## src/rtl/io_pad_ctrl.sv

```systemverilog
// Pin-side port stage: PORTA/B/C output latches, pad drive/enable, input
// synchronizers, port read mux and a sticky port-B change flag.

module io_port_lane #(
  parameter int W           = 8,
  parameter int SYNC_STAGES = 2
) (
  input  logic         clk_i,
  input  logic         rst_i,
  input  logic         we_i,
  input  logic [W-1:0] wdata_i,
  input  logic [W-1:0] pin_i,
  output logic [W-1:0] lat_o,
  output logic [W-1:0] sync_o
);
  logic [W-1:0]                  lat_q, lat_d;
  logic [SYNC_STAGES-1:0][W-1:0] sync_q;

  always_comb begin
    lat_d = lat_q;
    if (we_i) lat_d = wdata_i;
  end

  // Stage 0 samples the raw pad; the top stage is the only one consumed.
  always_ff @(posedge clk_i) begin
    if (rst_i) begin
      lat_q  <= '0;
      sync_q <= '0;
    end else begin
      lat_q  <= lat_d;
      sync_q <= {sync_q[SYNC_STAGES-2:0], pin_i};
    end
  end

  assign lat_o  = lat_q;
  assign sync_o = sync_q[SYNC_STAGES-1];
endmodule

module io_pad_ctrl #(
  parameter int A_WIDTH     = 4,
  parameter int B_WIDTH     = 8,
  parameter int C_WIDTH     = 8,
  parameter int SYNC_STAGES = 2
) (
  input  logic               clk,
  input  logic               rst,
  input  logic [A_WIDTH-1:0] trisAReg,
  input  logic [B_WIDTH-1:0] trisBReg,
  input  logic [C_WIDTH-1:0] trisCReg,
  input  logic               wrEn,
  input  logic [4:0]         wrAddr,
  input  logic [7:0]         wrData,
  input  logic [4:0]         rdAddr,
  output logic [7:0]         rdData,
  input  logic [A_WIDTH-1:0] pinAIn,
  input  logic [B_WIDTH-1:0] pinBIn,
  input  logic [C_WIDTH-1:0] pinCIn,
  output logic [A_WIDTH-1:0] pinAOut,
  output logic [B_WIDTH-1:0] pinBOut,
  output logic [C_WIDTH-1:0] pinCOut,
  output logic [A_WIDTH-1:0] pinAOe,
  output logic [B_WIDTH-1:0] pinBOe,
  output logic [C_WIDTH-1:0] pinCOe,
  output logic               rbChange
);
  localparam logic [4:0] ADDR_A = 5'd5;
  localparam logic [4:0] ADDR_B = 5'd6;
  localparam logic [4:0] ADDR_C = 5'd7;

  logic [A_WIDTH-1:0] sync_a;
  logic [B_WIDTH-1:0] sync_b;
  logic [C_WIDTH-1:0] sync_c;
  logic               we_a, we_b, we_c;

  assign we_a = wrEn && (wrAddr == ADDR_A);
  assign we_b = wrEn && (wrAddr == ADDR_B);
  assign we_c = wrEn && (wrAddr == ADDR_C);

  io_port_lane #(.W(A_WIDTH), .SYNC_STAGES(SYNC_STAGES)) u_port_a (
    .clk_i(clk), .rst_i(rst), .we_i(we_a), .wdata_i(wrData[A_WIDTH-1:0]),
    .pin_i(pinAIn), .lat_o(pinAOut), .sync_o(sync_a)
  );
  io_port_lane #(.W(B_WIDTH), .SYNC_STAGES(SYNC_STAGES)) u_port_b (
    .clk_i(clk), .rst_i(rst), .we_i(we_b), .wdata_i(wrData[B_WIDTH-1:0]),
    .pin_i(pinBIn), .lat_o(pinBOut), .sync_o(sync_b)
  );
  io_port_lane #(.W(C_WIDTH), .SYNC_STAGES(SYNC_STAGES)) u_port_c (
    .clk_i(clk), .rst_i(rst), .we_i(we_c), .wdata_i(wrData[C_WIDTH-1:0]),
    .pin_i(pinCIn), .lat_o(pinCOut), .sync_o(sync_c)
  );

  // Output enable tracks TRIS directly, independent of reset.
  assign pinAOe = ~trisAReg;
  assign pinBOe = ~trisBReg;
  assign pinCOe = ~trisCReg;

  // Reads always return the synchronized pad, never the latch.
  logic [7:0] rd_a, rd_b, rd_c;
  always_comb begin
    rd_a = '0;
    rd_b = '0;
    rd_c = '0;
    rd_a[A_WIDTH-1:0] = sync_a;
    rd_b[B_WIDTH-1:0] = sync_b;
    rd_c[C_WIDTH-1:0] = sync_c;
    case (rdAddr)
      ADDR_A:  rdData = rd_a;
      ADDR_B:  rdData = rd_b;
      ADDR_C:  rdData = rd_c;
      default: rdData = 8'h00;
    endcase
  end

  // Sticky change flag: a PORTB read re-arms the snapshot and wins over set.
  logic [B_WIDTH-1:0] snap_q, snap_d;
  logic               rb_q, rb_d;
  logic               rd_b_hit, mismatch;

  assign rd_b_hit = (rdAddr == ADDR_B);
  assign mismatch = |((sync_b ^ snap_q) & trisBReg);

  always_comb begin
    snap_d = snap_q;
    rb_d   = rb_q;
    if (rd_b_hit) begin
      snap_d = sync_b;
      rb_d   = 1'b0;
    end else if (mismatch) begin
      rb_d   = 1'b1;
    end
  end

  always_ff @(posedge clk) begin
    if (rst) begin
      snap_q <= '0;
      rb_q   <= 1'b0;
    end else begin
      snap_q <= snap_d;
      rb_q   <= rb_d;
    end
  end

  assign rbChange = rb_q;
endmodule

```

## config.mk

```make
export PLATFORM = sky130hd
export DESIGN_NAME = io_pad_ctrl
export DESIGN_NICKNAME = d
export VERILOG_FILES = /design/src/rtl/io_pad_ctrl.sv
export SDC_FILE = /design/constraint.sdc
export NUM_CORES = 1
export LEC_CHECK = 0
export BUFFER_PORTS_ARGS = -buffer_cell sky130_fd_sc_hd__buf_2
export CAP_MARGIN = 5
export CORE_MARGIN = 4
export CORE_UTILIZATION = 44
export CTS_BUF_LIST = sky130_fd_sc_hd__clkbuf_4 sky130_fd_sc_hd__clkbuf_8
export CTS_CLUSTER_DIAMETER = 60
export DETAILED_ROUTE_END_ITERATION = 8
export HOLD_SLACK_MARGIN = 0.1
export PLACE_DENSITY_LB_ADDON = 0.05
export SETUP_SLACK_MARGIN = 0.2
export SYNTH_ARGS = -nofsm -noshare
export SYNTH_HDL_FRONTEND = slang
export SYNTH_SLANG_ARGS = --single-unit
```

## constraint.sdc

```tcl
create_clock -name clk -period 1.1 [get_ports clk]
set_input_delay 0.11 -clock clk [delete_from_list [all_inputs] [get_ports clk]]
set_output_delay 0.11 -clock clk [all_outputs]
set_load 0.005 [all_outputs]
```

==> results.md <==
* Status: complete, but fails checks
* Failing checks: setup timing
* Worst setup margin at -0.2354 ns
* Root Buffer: clkbuf_8
* CTS tree: done
* Clock Skew at between 0.004 and 0.005 ns
* 1st-iter DRT viols at 91
* Endpoint of the worst register-to-register path: rbChange$_SDFFE_PP0P_
* Largest net degree at the start of global routing at 22
* Core ar. at between 5000 and 6000 sq um
* Crit path required time at about 0.99 ns
* Layout area overhead at 56.87%
* Clock transition at path regs at 0.07 ns
* Number of H-tree levels at 3
* Gr ovfl total at 0
* CTS buffer count at 9
* Final Setup Violations at 8
* Post-synthesis instance total at approximately 250
* Final WL at between 5 and 6 mm
* Clk Latency, worst-skew pair at approximately 0.33 ns
* Cell taking the most area after synthesis: dfxtp_1
* IO Pins at 110
* WHS Endpoint: rbChange$_SDFFE_PP0P_
* Worst Min Path Start: trisBReg[5]
* IO Port Bufs at between 100 and 150
* P per Cell Area at around 1300 nW/um^2
* Cell count of the worst hold path at 4
* GRT Total Usage at 0.1630
* Minimum clock period at roughly 1.3 ns
* Most frequent cells in the layout: buf_2 (99), dfxtp_1 (41), nor2b_1 (40)
* Pleak at roughly 2 nW
* VDD IR max at just under 900 uV
* Filler instances at about 420
* Post-route DRC violation count at 0
* Clock Path Buffers at 2
* Mapped Area at 2495 sq um
* Crit Path Category: reg -> out
* CP endpoint kind: primary output
* Die width at between 80 and 90 um
* Worst reg2reg path startpoint: u_port_b.sync_o[4]$_SDFF_PP0_
* Yosys reg bits at 69
* RSZ-0062 raised after global routing: true
* Most common cell after layout, fill and taps aside: buf_2
* Row Count at 27
* Number of diodes at 0
* NumNets Final at 470
* Post-route ant nets at 0
* Die Ht at 83.30 um
* Register-to-register setup slack at -0.07 ns
* DR vias/cell at 4.427
* Critical path arrival at 1.23 ns
* First-pass GRT wire length at 9.059 mm
* Slew @ Worst Pin at about 0.27 ns
* Vias in the first global route at roughly 2,000
* Hold_ws at between 0.15 and 0.2 ns
* Worst min-delay path class: in -> reg
* Vias at around 2,100
* Synth top area share at 0.5537
* CP Launch Type: flop
* Syn_nets at slightly above 300
* R2r worst-path depth at 5
* Top cells by area, synth: dfxtp_1 (55%), nor2b_1 (10%), mux2i_1 (9.6%), nor2_1 (4.4%), inv_1 (3.0%)
* Max cap viols at 0
* Maximum achievable frequency at roughly 0.75 GHz
* Final GP Congestion at slightly above 0.8
* Initial Utilization at 0.4531
* Cell variety after synth at 25
* Antenna violations before repair at 0
* Worst slew margin at 0.8188
* Die footprint at 6939 sq um
* TNS Setup at -1.138 ns
* Post-DP HPWL at 3.915 mm
* Final Cycle Share at 1.214
* Yosys warnings at 0
* Drt pass-1 iters at 4
* CTS Sinks at 69
* Sequential area share after synthesis at 0.5537
* Routed WL per cell at between 10 and 15 um
* Mapped Avg Cell Area at between 10 and 15 sq um
* Layout cells sized above 1 at 0.4649
* CP Max Fanout at 1
* Slew Viols, Final at 0
* Final hold vios at 0
-- area by class of cell --
class                      instances  area [sq um]  share of cell area
tap                               72         90.09             0.02302
clock inverter                     2         10.01            0.002558
clock buffer                      13         160.2             0.04092
sequential                        69          1416              0.3619
inverter                          20         75.07             0.01918
multi-input combinational        148          1057              0.2701
timing repair buffer             161          1105              0.2823
-- cells in the mapped netlist (all sizes together) --
| cell | instances |
|---|---|
| nor2b | 41 |
| a21oi | 9 |
| dfxtp | 69 |
| and4bb | 1 |
| nor3b | 1 |
| a222oi | 1 |
| mux2i | 24 |
| nand2 | 11 |
| nand3 | 9 |
| and3b | 1 |
| inv | 20 |
| xor2 | 8 |
| nand3b | 2 |
| nand4 | 1 |
| a22oi | 6 |
| nor2 | 29 |
| clkbuf | 6 |
| mux2 | 4 |
| buf | 4 |
-- cells by family (layout without fill, tap and decap cells) --
family	after synthesis	in the layout	share of synthesized area
buf+inv	30	196	0.05065
flops	69	69	0.5537
compound gates	16	16	0.04012
xor+xnor	8	8	0.02809
simple gates	96	96	0.2131
mux	28	28	0.1143
-- registers in the layout (all words and copies together), names as in the netlist --
register,cells
u_port_b.sync_o,8
snap_q,8
u_port_c.sync_o,8
u_port_c.lat_o,8
u_port_a.lat_o,4
u_port_b.lat_o,8
rbChange,1
u_port_c.sync_q,8
u_port_a.sync_q,4
u_port_b.sync_q,8
u_port_a.sync_o,4
-- power breakdown --
group	switching [W]	total [W]	internal (W)	leakage [nW]
sequential	0.0000293	0.00261	0.00258	0.578
clock	0.000838	0.00177	0.000936	0.0935
combinational	0.000210	0.000537	0.000327	1.36
-- per-stage QoR --
step / instance area (sq um) / util / power [W] / cells / worst slack (ns)
CTS: 3780 / 0.6864 / 0.004948 / 481 / -0.2466
floorplan: 2512 / - / 0.002842 / 247 / -0.002071
finish: 3914 / 0.7107 / 0.004922 / 485 / -0.2354
global route: 3914 / 0.7107 / 0.005138 / 485 / -0.3076
detailed placement: 3229 / 0.5865 / 0.003079 / 434 / -0.06248
global placement: 3229 / 0.5865 / 0.003074 / 434 / -0.04223
-- worst max-delay path by stage --
stage	startpoint	endpoint	slack [ns]
4_1_cts	u_port_a.sync_o[2]$_SDFF_PP0_	rdData[2]	-0.25
2_1_floorplan	snap_q[3]$_SDFFE_PP0N_	rbChange$_SDFFE_PP0P_	-0.002
6_report	u_port_a.sync_o[0]$_SDFF_PP0_	rdData[0]	-0.24
3_5_place_dp	snap_q[3]$_SDFFE_PP0N_	rbChange$_SDFFE_PP0P_	-0.06
3_3_place_gp	snap_q[3]$_SDFFE_PP0N_	rbChange$_SDFFE_PP0P_	-0.04
5_1_grt	u_port_a.sync_o[1]$_SDFF_PP0_	rdData[1]	-0.31
-- critical path: stages (launching register included) --
cell and delay, ns:
dfxtp_2 0.31, mux2_4 0.26, a22oi_2 0.14, nor2_1 0.06
buf_2 0.12
-- repair_timing --
action | 4_1_cts | 5_1_grt
hold buffers | 30 | 0
buffers inserted | 2 | 4
endpoints found under the setup margin | 22 | 30
gates resized for setup | 28 | 26
pin swaps | 4 | 7
hold endpoints to repair | 40 | 0
-- per-layer routing --
metal,up-vias,global-route usage,share of wire
met4,0,0.07132,0.015
met2,97,0.2573,0.45
li1,1115,-,-
met1,928,0.1877,0.42
met5,-,0,0
met3,7,0.07738,0.11
Note: power is estimated with default switching activity, not from simulation.
